**config.mk**
```make
export PLATFORM = sky130hd
export DESIGN_NAME = lsu_load_tracker
export DESIGN_NICKNAME = d
export VERILOG_FILES = /design/src/rtl/lsu_load_tracker.sv
export SDC_FILE = /design/constraint.sdc
export NUM_CORES = 2
export LEC_CHECK = 0
export CAP_MARGIN = 15
export CORE_ASPECT_RATIO = 1.2
export CORE_MARGIN = 4
export CORE_UTILIZATION = 43
export DETAILED_ROUTE_END_ITERATION = 12
export HOLD_SLACK_MARGIN = 0.08
export SLEW_MARGIN = 20
export SYNTH_ARGS = -nofsm -noshare
export SYNTH_HDL_FRONTEND = slang
export SYNTH_SLANG_ARGS = --single-unit
```
**constraint.sdc**
```tcl
create_clock -name clk -period 3.55 [get_ports clk]
set_input_delay 0.71 -clock clk [delete_from_list [all_inputs] [get_ports clk]]
set_output_delay 0.71 -clock clk [all_outputs]
set_load 0.01 [all_outputs]
```
**src/rtl/lsu_load_tracker.sv**
```systemverilog
// Load tracking back end for the LSU. Allocates a tag per warp load, merges partial
// per-lane dcache responses (aligned and sign-extended on arrival) and commits whole loads.
module lsu_load_tracker #(
    parameter int NUM_THREADS = 4,
    parameter int QUEUE_SIZE  = 8,
    parameter int TAG_W       = $clog2(QUEUE_SIZE),
    parameter int META_W      = 40,
    parameter int IN_ORDER    = 1
) (
    input  logic                             clk,
    input  logic                             reset,
    input  logic                             req_valid,
    input  logic [NUM_THREADS-1:0]           req_tmask,
    input  logic [NUM_THREADS*2-1:0]         req_offset,
    input  logic [1:0]                       req_sext,
    input  logic [META_W-1:0]                req_meta,
    output logic                             req_ready,
    output logic                             mem_req_valid,
    output logic [NUM_THREADS-1:0]           mem_req_tmask,
    output logic [TAG_W-1:0]                 mem_req_tag,
    input  logic                             mem_req_ready,
    input  logic                             mem_rsp_valid,
    input  logic [NUM_THREADS-1:0]           mem_rsp_tmask,
    input  logic [TAG_W-1:0]                 mem_rsp_tag,
    input  logic [NUM_THREADS*32-1:0]        mem_rsp_data,
    output logic                             mem_rsp_ready,
    output logic                             cmt_valid,
    output logic [NUM_THREADS-1:0]           cmt_tmask,
    output logic [META_W-1:0]                cmt_meta,
    output logic [NUM_THREADS*32-1:0]        cmt_data,
    input  logic                             cmt_ready,
    output logic [$clog2(QUEUE_SIZE+1)-1:0]  pending_count
);

    localparam int CNT_W = $clog2(QUEUE_SIZE + 1);

    logic [QUEUE_SIZE-1:0]       valid_reg;
    logic [NUM_THREADS-1:0]      tmask_reg     [QUEUE_SIZE];
    logic [NUM_THREADS-1:0]      remaining_reg [QUEUE_SIZE];
    logic [NUM_THREADS*2-1:0]    offset_reg    [QUEUE_SIZE];
    logic [1:0]                  sext_reg      [QUEUE_SIZE];
    logic [META_W-1:0]           meta_reg      [QUEUE_SIZE];
    logic [NUM_THREADS*32-1:0]   data_reg      [QUEUE_SIZE];
    logic [TAG_W-1:0]            fifo_reg      [QUEUE_SIZE];
    logic [TAG_W-1:0]            head_reg;
    logic [TAG_W-1:0]            tail_reg;

    logic                        cmt_valid_reg;
    logic [NUM_THREADS-1:0]      cmt_tmask_reg;
    logic [META_W-1:0]           cmt_meta_reg;
    logic [NUM_THREADS*32-1:0]   cmt_data_reg;
    logic [CNT_W-1:0]            pending_reg;
    logic                        mem_rsp_ready_reg;

    logic                        full;
    logic                        accept;
    logic [TAG_W-1:0]            alloc_idx;
    logic [QUEUE_SIZE-1:0]       complete_vec;
    logic                        cand_valid;
    logic [TAG_W-1:0]            cand_idx;
    logic                        cmt_load;
    logic                        cmt_fire;
    logic [NUM_THREADS-1:0]      lane_hit;
    logic [NUM_THREADS*32-1:0]   lane_flat;

    // Lowest-index free slot; a slot freed this edge only shows up next cycle.
    always_comb begin
        alloc_idx = '0;
        for (int q = QUEUE_SIZE - 1; q >= 0; q--) begin
            if (!valid_reg[q]) alloc_idx = TAG_W'(q);
        end
    end

    assign full          = &valid_reg;
    assign req_ready     = !full && (mem_req_ready || (req_tmask == '0));
    assign accept        = req_valid && req_ready;
    assign mem_req_valid = req_valid && !full && (|req_tmask);
    assign mem_req_tmask = req_tmask;
    assign mem_req_tag   = alloc_idx;

    genvar gi;
    generate
        for (gi = 0; gi < QUEUE_SIZE; gi++) begin : g_complete
            assign complete_vec[gi] = valid_reg[gi] && (remaining_reg[gi] == '0);
        end

        if (IN_ORDER != 0) begin : g_in_order
            assign cand_idx   = fifo_reg[head_reg];
            assign cand_valid = complete_vec[cand_idx];
        end else begin : g_any_order
            always_comb begin
                cand_idx   = '0;
                cand_valid = 1'b0;
                for (int q = QUEUE_SIZE - 1; q >= 0; q--) begin
                    if (complete_vec[q]) begin
                        cand_idx   = TAG_W'(q);
                        cand_valid = 1'b1;
                    end
                end
            end
        end

        // Per-lane alignment and extension of the incoming beat.
        for (gi = 0; gi < NUM_THREADS; gi++) begin : g_lane
            logic [1:0]  lane_off;
            logic [1:0]  lane_sext;
            logic [31:0] lane_shift;
            assign lane_off   = offset_reg[mem_rsp_tag][2*gi +: 2];
            assign lane_sext  = sext_reg[mem_rsp_tag];
            assign lane_shift = mem_rsp_data[32*gi +: 32] >> {lane_off, 3'b000};
            assign lane_flat[32*gi +: 32] =
                (lane_sext == 2'd1) ? {{24{lane_shift[7]}},  lane_shift[7:0]}  :
                (lane_sext == 2'd2) ? {{16{lane_shift[15]}}, lane_shift[15:0]} :
                                      lane_shift;
            assign lane_hit[gi] = mem_rsp_valid && mem_rsp_ready_reg && valid_reg[mem_rsp_tag]
                                  && mem_rsp_tmask[gi] && remaining_reg[mem_rsp_tag][gi];
        end
    endgenerate

    assign cmt_load = cand_valid && (!cmt_valid_reg || cmt_ready);
    assign cmt_fire = cmt_valid_reg && cmt_ready;

    always_ff @(posedge clk or negedge reset) begin
        if (!reset) begin
            valid_reg         <= '0;
            head_reg          <= '0;
            tail_reg          <= '0;
            cmt_valid_reg     <= 1'b0;
            cmt_tmask_reg     <= '0;
            cmt_meta_reg      <= '0;
            cmt_data_reg      <= '0;
            pending_reg       <= '0;
            mem_rsp_ready_reg <= 1'b0;
            for (int q = 0; q < QUEUE_SIZE; q++) begin
                tmask_reg[q]     <= '0;
                remaining_reg[q] <= '0;
                offset_reg[q]    <= '0;
                sext_reg[q]      <= '0;
                meta_reg[q]      <= '0;
                data_reg[q]      <= '0;
                fifo_reg[q]      <= '0;
            end
        end else begin
            mem_rsp_ready_reg <= 1'b1;

            if (accept) begin
                valid_reg[alloc_idx]     <= 1'b1;
                tmask_reg[alloc_idx]     <= req_tmask;
                remaining_reg[alloc_idx] <= req_tmask;
                offset_reg[alloc_idx]    <= req_offset;
                sext_reg[alloc_idx]      <= req_sext;
                meta_reg[alloc_idx]      <= req_meta;
                data_reg[alloc_idx]      <= '0;
                if (IN_ORDER != 0) begin
                    fifo_reg[tail_reg] <= alloc_idx;
                    tail_reg           <= tail_reg + 1'b1;
                end
            end

            // The beat targets an allocated entry, never the one being allocated.
            for (int l = 0; l < NUM_THREADS; l++) begin
                if (lane_hit[l]) begin
                    data_reg[mem_rsp_tag][32*l +: 32] <= lane_flat[32*l +: 32];
                    remaining_reg[mem_rsp_tag][l]     <= 1'b0;
                end
            end

            if (cmt_load) begin
                valid_reg[cand_idx] <= 1'b0;
                cmt_valid_reg       <= 1'b1;
                cmt_tmask_reg       <= tmask_reg[cand_idx];
                cmt_meta_reg        <= meta_reg[cand_idx];
                cmt_data_reg        <= data_reg[cand_idx];
                if (IN_ORDER != 0) head_reg <= head_reg + 1'b1;
            end else if (cmt_fire) begin
                cmt_valid_reg <= 1'b0;
            end

            if (accept && !cmt_fire) begin
                pending_reg <= pending_reg + 1'b1;
            end else if (!accept && cmt_fire) begin
                pending_reg <= pending_reg - 1'b1;
            end
        end
    end

    assert property (@(posedge clk) disable iff (!reset)
        mem_rsp_valid |-> valid_reg[mem_rsp_tag]);

    assign mem_rsp_ready = mem_rsp_ready_reg;
    assign cmt_valid     = cmt_valid_reg;
    assign cmt_tmask     = cmt_tmask_reg;
    assign cmt_meta      = cmt_meta_reg;
    assign cmt_data      = cmt_data_reg;
    assign pending_count = pending_reg;

endmodule

```
==> summary.md <==
| Metric | Value |
|---|---|
| Cell Rows | `167` |
| Final setup vio count | `0` |
| First-pass GRT wire length | `441700 um` |
| Clock skew | `0.01954 ns` |
| Initial antenna violation count | `21` |
| YS warnings | `0` |
| Fin nets | `8518` |
| Internal power | `50410 uW` |
| CTS tree | `done` |
| Htree depth | `4` |
| Drc violations | `0` |
| DP Worst Slack | `-0.3405 ns` |
| Die Area | `0.1818 sq mm` |
| Routability cong. | `0.9331` |
| Worst Path Required | `4.28 ns` |
| Max-slew violations | `0` |
| Hold Worst Slack | `0.4645 ns` |
| Tot GR Track Use | `0.3231` |
| Seq cells post-synth | `1704` |
| Post-synthesis sequential area ratio | `0.5667` |
| Syn Area/Cell | `9.659 sq um` |
| Clock power share | `0.218` |
| Switching Share | `0.4213` |
| Longest Clk Path Bufs | `3` |
| Headroom to the max-slew limit | `0.2844` |
| Total I/O pin count | `382` |
| Hold Path Depth | `2` |
| Post-synthesis net count | `7991` |
| Synth-to-Final Area Change | `23.30%` |
| Largest net degree at the start of global routing | `113` |
| Area contributors post-synth | `dfrtp_1 (57%), nand2_1 (9.3%), o21ai_0 (6.3%), nand3_1 (4.8%), clkbuf_1 (2.4%)` |
| Post-DP HPWL | `184600 um` |
| Comb pwr share | `0.455` |
| Non-filler cells in the finished layout | `10757` |
| Status | `finished clean` |
| Startpoint Class | `register` |
| Via count | `66758` |
| CTS buffer count | `175` |
| Pwr/cell area | `939.0 mW/mm^2` |
| Crit-path max FO | `47` |
| Reg power frac | `0.327` |
| Post-Synthesis Cells | `7790` |
| Cell taking the most area after synthesis | `dfrtp_1` |
| Post-synth ARST share | `1.000` |
| Total grt overflow | `0` |
| Vias in the first global route | `66005` |
| Clock latency on the worst-skew pair | `0.83 ns` |
| DIE WIDTH | `389.9 um` |
| Final min period | `3.408 ns` |
| Root Driver | `clkbuf_16` |
| Worst slew pin tran | `1.073 ns` |
| Clock-pin slew on the worst setup and hold paths | `0.06 ns` |
| Most common cell after layout, fill and taps aside | `nand2_1` |
| Sw power | `36710 uW` |
| Tcrit/Tclk final | `0.9601` |
| DRT antenna net count | `0` |
| Worst min-delay path category | `register to register` |
| Crit path capture type | `register` |
| Layout cells sized above 1 | `0.1325` |
| Post-synth top area share | `0.5667` |
| CP arrival | `4.14 ns` |
| Final setup margin | `0.1418 ns` |
| Most frequent cells in the layout | `nand2_1 (1868), dfrtp_1 (1702), o21ai_0 (949)` |
| Max_cap viols | `0` |
| Starting Density | `0.4344` |
| Synth Cell Area | `0.07525 sq mm` |
| Final hold vios | `0` |
| Area of the core | `0.1732 sq mm` |
| Leak | `0.04203 uW` |
| Die Ht | `466.2 um` |
| Synth cell types | `94` |
| Kind of critical path | `register to register` |
| RSZ-0062 raised after global routing | `no` |
| Largest register FFs | `1024` |
| Ys flop type | `dfrtp_1` |
| Clock sinks | `1704` |
| Drt first pass iters | `6` |
| Port buffer count | `381` |
| Worst R2R Path Depth | `11` |
| DR iter-0 viols | `7266` |
| DR vias/cell | `6.206` |
| Dpl cells | `10418` |
| VDD IR max | `1.010 mV` |
| WL/cell | `27.74 um` |
| Routed WL | `298400 um` |
| Peak Freq | `293.4 MHz` |
| Post-synth EDFFs | `0` |
-- cells by family (layout without fill, tap and decap cells) --
logic type	count (synthesis)	after routing	share of synthesized area
simple gates	2989	2989	0.1664
compound gates	2132	2132	0.1851
flops	1704	1704	0.5667
buf+inv	688	1361	0.03956
mux	261	261	0.04001
xor+xnor	9	9	0.001048
fa+ha+maj	6	6	0.001097
other cells	1	14	0.00004984
-- path summary, 6_finish.rpt --
path                           startpoint              to  slack, ns
max in group asynchronous           reset   data_reg[354]       1.76
max                           head_reg[0]    cmt_meta[27]       0.14
max reg2reg                   head_reg[0]    cmt_meta[27]       0.14
min reg2reg                offset_reg[13]  offset_reg[13]       0.46
min in group asynchronous           reset   data_reg[861]       0.55
min                        offset_reg[13]  offset_reg[13]       0.46
-- area by class of cell --
type | instances | area (sq um)
diodes | 13 | 32.53
clock buffers | 269 | 5258
multi-input cells | 5398 | 30010
fillers | 15525 | 80440
flip-flops and latches | 1704 | 42640
repair buffers | 1027 | 11290
inverters | 11 | 41.29
well taps | 2281 | 2854
clock inverters | 54 | 644.4
-- power by group through the flow --
stage | logic [uW] | clock network (uW) | registers (uW)
global route | 42000 | 20000 | 29100
detailed placement | 38800 | 0 | 28700
global placement | 38300 | 0 | 28500
finish | 39600 | 19000 | 28500
floorplan | 18800 | 0 | 27900
CTS | 39100 | 19200 | 28400
-- worst max-delay path, cell delays in order, from the launching register on --
cell	delay [ns]
dfrtp_2	0.48
mux4_2	0.42
mux2_4	0.22
buf_12	0.40
nand3_1	0.13
a32o_1	0.30
nor3_2	0.37
buf_4	0.29
buf_12	0.21
buf_12	0.21
nor2_1	0.06
a41oi_1	0.17
-- repair_timing --
item                                    4_1_cts  5_1_grt
endpoints found under the setup margin        3       24
hold buffers                                  1        0
setup buffers                                 0        2
resized for setup                             9        3
hold endpoints to repair                     60        0
-- stage by stage --
stage,cell area [sq um],TNS [ns],total power (uW),utilization
floorplan,75250,0,46710,-
global placement,86770,-66.08,66880,0.5009
detailed placement,86780,-60.22,67560,0.5010
CTS,92720,0,86660,0.5353
global route,92750,0,91080,0.5354
finish,92780,0,87120,0.5356
-- layer usage --
layer	share of wire	GRT usage	vias up
li1	-	-	28714
met1	0.40	0.4373	33534
met2	0.45	0.5021	3778
met3	0.10	0.07599	720
met4	0.043	0.1341	12
met5	0.00025	0	-
-- Yosys cell counts, drive strengths merged, types with 16 or more instances --
library cell and n:
a22o 195, nand3 728, o21ai 1048, mux4 20, nor3 23, a221oi 191
nor2 256, a21oi 123, buf 197, a21boi 25, a22oi 139, a222oi 22
mux2i 168, a211oi 18, mux2 73, a31oi 108, clkbuf 480, a32o 23
dfrtp 1704, nand2 1875, o2bb2ai 106, nor4 16, and2 19, a41oi 59
Power figures use the tool's default switching activity.
